<file path="src/rtl/rvga_membus_arbiter.sv">
// Shares one membus master port among num_channels cachebus requesters.
// Round-robin or fixed-priority pick in IDLE, registered capture, one transaction in flight.
module rvga_membus_arbiter #(
    parameter int unsigned num_channels = 2,
    parameter int unsigned addr_width   = 32,
    parameter int unsigned data_width   = 32,
    parameter int unsigned arb_mode     = 0
) (
    input  logic                               clk_i,
    input  logic                               rst_i,
    input  logic [num_channels*addr_width-1:0] ch_addr_i,
    input  logic [num_channels-1:0]            ch_read_i,
    input  logic [num_channels-1:0]            ch_write_i,
    input  logic [num_channels*data_width-1:0] ch_wdata_i,
    output logic [num_channels*data_width-1:0] ch_rdata_o,
    output logic [num_channels-1:0]            ch_resp_o,
    output logic [addr_width-1:0]              mem_addr_o,
    output logic                               mem_read_o,
    output logic                               mem_write_o,
    output logic [data_width-1:0]              mem_wdata_o,
    input  logic [data_width-1:0]              mem_rdata_i,
    input  logic                               mem_resp_i,
    output logic [num_channels-1:0]            grant_o,
    output logic                               busy_o
);

    localparam int unsigned ptr_w = (num_channels > 1) ? $clog2(num_channels) : 1;

    typedef logic [ptr_w-1:0]        ptr_t;
    typedef logic [num_channels-1:0] chan_t;
    typedef enum logic {IDLE, BUSY} state_e;

    state_e                  state_q;
    ptr_t                    rr_ptr_q;
    ptr_t                    gnt_idx_q;
    chan_t                   grant_q;
    logic                    busy_q;
    logic                    mem_read_q;
    logic                    mem_write_q;
    logic [addr_width-1:0]   mem_addr_q;
    logic [data_width-1:0]   mem_wdata_q;

    chan_t                   req;
    ptr_t                    base;
    logic                    hi_found;
    logic                    lo_found;
    ptr_t                    hi_idx;
    ptr_t                    lo_idx;

    logic                    found_d;
    ptr_t                    idx_d;
    chan_t                   grant_d;
    logic [addr_width-1:0]   addr_d;
    logic [data_width-1:0]   wdata_d;
    logic                    read_d;
    logic                    write_d;
    ptr_t                    rr_ptr_d;

    assign req = ch_read_i | ch_write_i;

    // Winner: first requester at or above base, else the lowest requester (wrap-around).
    always_comb begin
        base     = (arb_mode == 1) ? '0 : rr_ptr_q;
        hi_found = 1'b0;
        hi_idx   = '0;
        lo_found = 1'b0;
        lo_idx   = '0;
        for (int unsigned k = 0; k < num_channels; k++) begin
            if (req[k] && !lo_found) begin
                lo_found = 1'b1;
                lo_idx   = ptr_t'(k);
            end
            if (req[k] && !hi_found && (k >= 32'(base))) begin
                hi_found = 1'b1;
                hi_idx   = ptr_t'(k);
            end
        end
        found_d = lo_found;
        idx_d   = hi_found ? hi_idx : lo_idx;
    end

    // Winner payload; a simultaneous write overrides the read.
    always_comb begin
        grant_d = '0;
        addr_d  = '0;
        wdata_d = '0;
        read_d  = 1'b0;
        write_d = 1'b0;
        for (int unsigned k = 0; k < num_channels; k++) begin
            if (ptr_t'(k) == idx_d) begin
                grant_d[k] = found_d;
                addr_d     = ch_addr_i[k*addr_width +: addr_width];
                wdata_d    = ch_wdata_i[k*data_width +: data_width];
                write_d    = ch_write_i[k];
                read_d     = ch_read_i[k] & ~ch_write_i[k];
            end
        end
    end

    assign rr_ptr_d = (32'(gnt_idx_q) == (num_channels - 1)) ? '0 : gnt_idx_q + ptr_t'(1);

    always_ff @(posedge clk_i) begin
        if (rst_i) begin
            state_q     <= IDLE;
            rr_ptr_q    <= '0;
            gnt_idx_q   <= '0;
            grant_q     <= '0;
            busy_q      <= 1'b0;
            mem_read_q  <= 1'b0;
            mem_write_q <= 1'b0;
            mem_addr_q  <= '0;
            mem_wdata_q <= '0;
        end else begin
            case (state_q)
                IDLE: begin
                    if (found_d) begin
                        state_q     <= BUSY;
                        gnt_idx_q   <= idx_d;
                        grant_q     <= grant_d;
                        busy_q      <= 1'b1;
                        mem_read_q  <= read_d;
                        mem_write_q <= write_d;
                        mem_addr_q  <= addr_d;
                        mem_wdata_q <= wdata_d;
                    end
                end
                BUSY: begin
                    if (mem_resp_i) begin
                        state_q     <= IDLE;
                        grant_q     <= '0;
                        busy_q      <= 1'b0;
                        mem_read_q  <= 1'b0;
                        mem_write_q <= 1'b0;
                        if (arb_mode == 0) begin
                            rr_ptr_q <= rr_ptr_d;
                        end
                    end
                end
                default: state_q <= IDLE;
            endcase
        end
    end

    // Completion is routed to the owner in the same cycle as mem_resp_i.
    always_comb begin
        ch_resp_o  = '0;
        ch_rdata_o = '0;
        for (int unsigned k = 0; k < num_channels; k++) begin
            if ((state_q == BUSY) && mem_resp_i && grant_q[k]) begin
                ch_resp_o[k]                           = 1'b1;
                ch_rdata_o[k*data_width +: data_width] = mem_rdata_i;
            end
        end
    end

    assign mem_addr_o  = mem_addr_q;
    assign mem_read_o  = mem_read_q;
    assign mem_write_o = mem_write_q;
    assign mem_wdata_o = mem_wdata_q;
    assign grant_o     = grant_q;
    assign busy_o      = busy_q;

endmodule

</file>
<file path="config.mk">
export PLATFORM = sky130hd
export DESIGN_NAME = rvga_membus_arbiter
export DESIGN_NICKNAME = d
export VERILOG_FILES = /design/src/rtl/rvga_membus_arbiter.sv
export SDC_FILE = /design/constraint.sdc
export NUM_CORES = 1
export LEC_CHECK = 0
export ABC_CLOCK_PERIOD_IN_PS = 5100
export BUFFER_PORTS_ARGS = -buffer_cell sky130_fd_sc_hd__buf_2
export CAP_MARGIN = 10
export CORE_AREA = 2 2 117 119
export DETAILED_ROUTE_END_ITERATION = 10
export DIE_AREA = 0 0 119 121
export PLACE_DENSITY = 0.66
export RECOVER_POWER = 100
export SYNTH_ARGS = -nofsm -noshare
export SYNTH_HDL_FRONTEND = slang
export SYNTH_SLANG_ARGS = --single-unit
</file>
<file path="constraint.sdc">
create_clock -name clk_i -period 5.1 [get_ports clk_i]
set_input_delay 0.765 -clock clk_i [delete_from_list [all_inputs] [get_ports clk_i]]
set_output_delay 0.765 -clock clk_i [all_outputs]
set_load 0.05 [all_outputs]
</file>
==> out/results.md <==
| Step | Item | Reported |
| --- | --- | --- |
| setup path | Delay of the slowest cell on the worst path | 1.39 ns |
| place | Placer Congestion | 0.789 |
| cts | Number of buffers on the longest clock path | 2 |
| grt | Pin count of the biggest net entering global routing | 67 |
| sta | Maximum frequency from static timing analysis | 0.278 GHz |
| power | Power density over the cells | 329 mW/mm2 |
| cts | Post-CTS clock slew at the launch and capture registers of the worst setup and hold paths | 0.06 ns |
| power | Max VDD drop | 138 uV |
| layout | Area growth, synth to finish | 41.7% |
| sta | TNS Setup | 0 ns |
| cts | Post-CTS setup buffer count | 0 |
| detailed routing | Antenna-violating nets left | 0 |
| detailed routing | Mean routed wirelength per cell | 17.9 um |
| cts | Count of clock tree sinks | 72 |
| sta | Final setup violation count | 0 |
| synth | Count of state elements after synthesis | 72 |
| setup path | Worst R2R Start | state_q$_SDFF_PP0_ |
| setup path | End of the worst register-to-register path | mem_addr_o[20]$_SDFFE_PP0P_ |
| grt | Number of global-route vias before repair | 4,425 |
| layout | Most frequent standard cell in the layout excluding fill and tap cells | buf_2 |
| job | Number of maximum-capacitance constraint violations | 1 |
| cts | CTS tree | done |
| sta | Hold Slack | 0.453 ns |
| setup path | Critical path buffer and inverter count | 2 |
| setup path | Required arrival time at the worst endpoint | 5.36 ns |
| sta | Final worst slack | 1.50 ns |
| detailed routing | Number of vias in the routed layout | 4,731 |
| cts | Number of buffers created by CTS | 9 |
| min path | Hold Path Stages | 2 |
| synth | Post-Syn Nets | 632 |
| place | Post-detail-place hpwl | 11.0 mm |
| sta | Portion of the clock cycle consumed by the worst path in the final layout | 70.6% |
| synth | Proportion of synthesized flip-flops having asynchronous set or reset | 0% |
| sta | Slew @ Worst Pin | 1.80 ns |
| die | DIE WIDTH | 119 um |
| synth | Syn avg cell area | 8.50 um2 |
| setup path | Sequence of cells on the critical path | buf_4, inv_1, a21oi_1, a221o_1 |
| grt | First-pass GRT wire length | 24.1 mm |
| place | Placed Instance Area | 0.00547 mm2 |
| setup path | Setup slack of the worst register-to-register path | 1.50 ns |
| min path | Hold Path Sink | busy_o$_SDFFE_PP0P_ |
| detailed routing | Total wire length after detailed routing | 16.1 mm |
| sta | RSZ-0062 raised after global routing | false |
| layout | Most used cells in the layout excluding fill and tap cells | 166 x buf_2, 135 x clkbuf_1, 72 x dfxtp_1, 64 x and2_1, 54 x a21oi_1 |
| setup path | R2r worst-path depth | 4 |
| layout | Total Nets Final | 886 |
| synth | Total of warnings raised by yosys | 0 |
| synth | Register area share after synthesis | 36.5% |
| detailed routing | Pre-antenna DRT Iters | 4 |
| place | Number of input and output port buffers inserted | 301 |
| die | Starting density of the core | 30.2% |
| grt | GRT Total Usage | 21.1% |
| detailed routing | Vias/cell | 5.25 |
| sta | Hold violation total from the final report | 0 |
| sta | Fin. max-slew vios | 53 |
| cts | Root Buffer Master | clkbuf_16 |
| cts | CTS Hold Buffers Added | 0 |
| setup path | CP top delay family | compound AO/OA/AOI/OAI gates |
| die | Y dimension of the die | 121 um |
| power | Cell leakage power | 2.20 nW |
| synth | Post-Syn Area | 0.00395 mm2 |
| synth | Post-synth EDFFs | 0 |
| detailed routing | Count of unresolved DRC violations after routing | 0 |
| cts | Skew-Pair Late Insertion Delay | 0.33 ns |
| layout | Fraction of layout cells with a size suffix above 1 | 27.2% |
| setup path | Kind of critical path | reg -> reg |
| synth | Number of library cell types mapped by synthesis | 34 |
| setup path | Startpoint type of the worst setup path | flop |
| layout | Post-layout util | 42.8% |
| outcome | Status | complete, but fails checks |
| detailed routing | Initial drt markers | 260 |
| die | Core ar. | 0.0131 mm2 |
| die | Number of primary I/O pins | 302 |
| sta | Minimum clock period | 3.60 ns |
| min path | Hold Startpoint | busy_o$_SDFFE_PP0P_ |
| layout | Area of all placed cells without fillers | 0.00560 mm2 |
| grt | Initial antenna violation count | 2 |
| die | Die Outline Area | 0.0144 mm2 |
| setup path | Slowest cell on the critical path | a21oi_1 |
| sta | Clock tree skew after final layout | 0.0104 ns |
| place | Setup Slack @ Placement | 2.09 ns |
| setup path | Category of the worst setup path capture point | flop |
| sta | Slew headroom | -20.5% |
| synth | Cells after Synth | 465 |
| synth | Commonest register cell after synthesis | dfxtp_1 |
| grt | Total overflow reported by the global router | 0 |
| die | Number of core rows | 42 |
| cts | Maximum level of the CTS H-tree | 3 |
| min path | Worst hold path type | reg -> reg |
| setup path | Critical Path AT | 3.87 ns |
| cts | Resized Gates After CTS | 0 |
| setup path | Highest fanout seen on the critical path | 57 |
| outcome | Failing checks | capacitance limit, slew limit |
area by class of cell:
cell class                      count  area, um2
Tap cell                          176        220
Antenna cell                        2       5.00
Sequential cell                    72       1440
Fill cell                        1417       7480
Inverter                            2       7.51
Multi-Input combinational cell    327       2240
Clock inverter                      6       67.6
Timing Repair Buffer              307       1380
Clock buffer                       10        239
tightest hold or removal path, stage by stage (launching register included):
cell     delay [ns]
dfxtp_1        0.31
nand2_1        0.05
a21oi_1        0.05
worst max path at each step:
stage	depth (start not counted)	startpoint	endpoint
global route	4	state_q$_SDFF_PP0_	mem_addr_o[20]$_SDFFE_PP0P_
finish	4	state_q$_SDFF_PP0_	mem_addr_o[20]$_SDFFE_PP0P_
global placement	4	ch_read_i[1]	mem_addr_o[22]$_SDFFE_PP0P_
CTS	4	mem_resp_i	ch_rdata_o[16]
detailed placement	4	ch_read_i[1]	mem_addr_o[20]$_SDFFE_PP0P_
floorplan	3	mem_resp_i	ch_rdata_o[22]
cells by family (layout without fill, tap and decap cells):
family / Yosys count / after routing / synth area share (%)
AO/OA/AOI/OAI: 226 / 226 / 39.5
buffers and inverters: 66 / 325 / 7.28
flip-flops: 72 / 72 / 36.5
other: 0 / 2 / 0
AND/OR/NAND/NOR: 101 / 101 / 16.7
report_power, final:
group,switching (mW),internal [mW]
clock network,0.256,0.394
logic,0.400,0.147
registers,0.0310,0.619
total,0.687,1.16
routing by layer:
layer  track usage [%]  share of wire (%)  vias up
li1                  -                  -     2309
met2              38.2                 52      207
met4              6.25                1.6        0
met3              5.64                7.5       16
met1              24.3                 39     2199
met5                 0                  0        -
cell usage after synthesis (all sizes together) (3+ instances only):
master  instances  area [um2]
o211ai          4        30.0
a211oi         48         365
buf            18         108
dfxtp          72        1440
clkbuf         46         173
a21oi          54         282
a221o          17         170
and2           64         400
nand2           5        18.8
nor4b          17         149
nor2            3        11.3
a311oi         47         412
o21ai          48         240
or2             3        18.8
per-stage QoR:
stage	instances	total power [mW]
floorplan	465	1.05
global placement	884	1.22
detailed placement	884	1.23
CTS	900	1.88
global route	901	1.92
finish	902	1.85
Note: power is estimated with default switching activity, not from simulation.
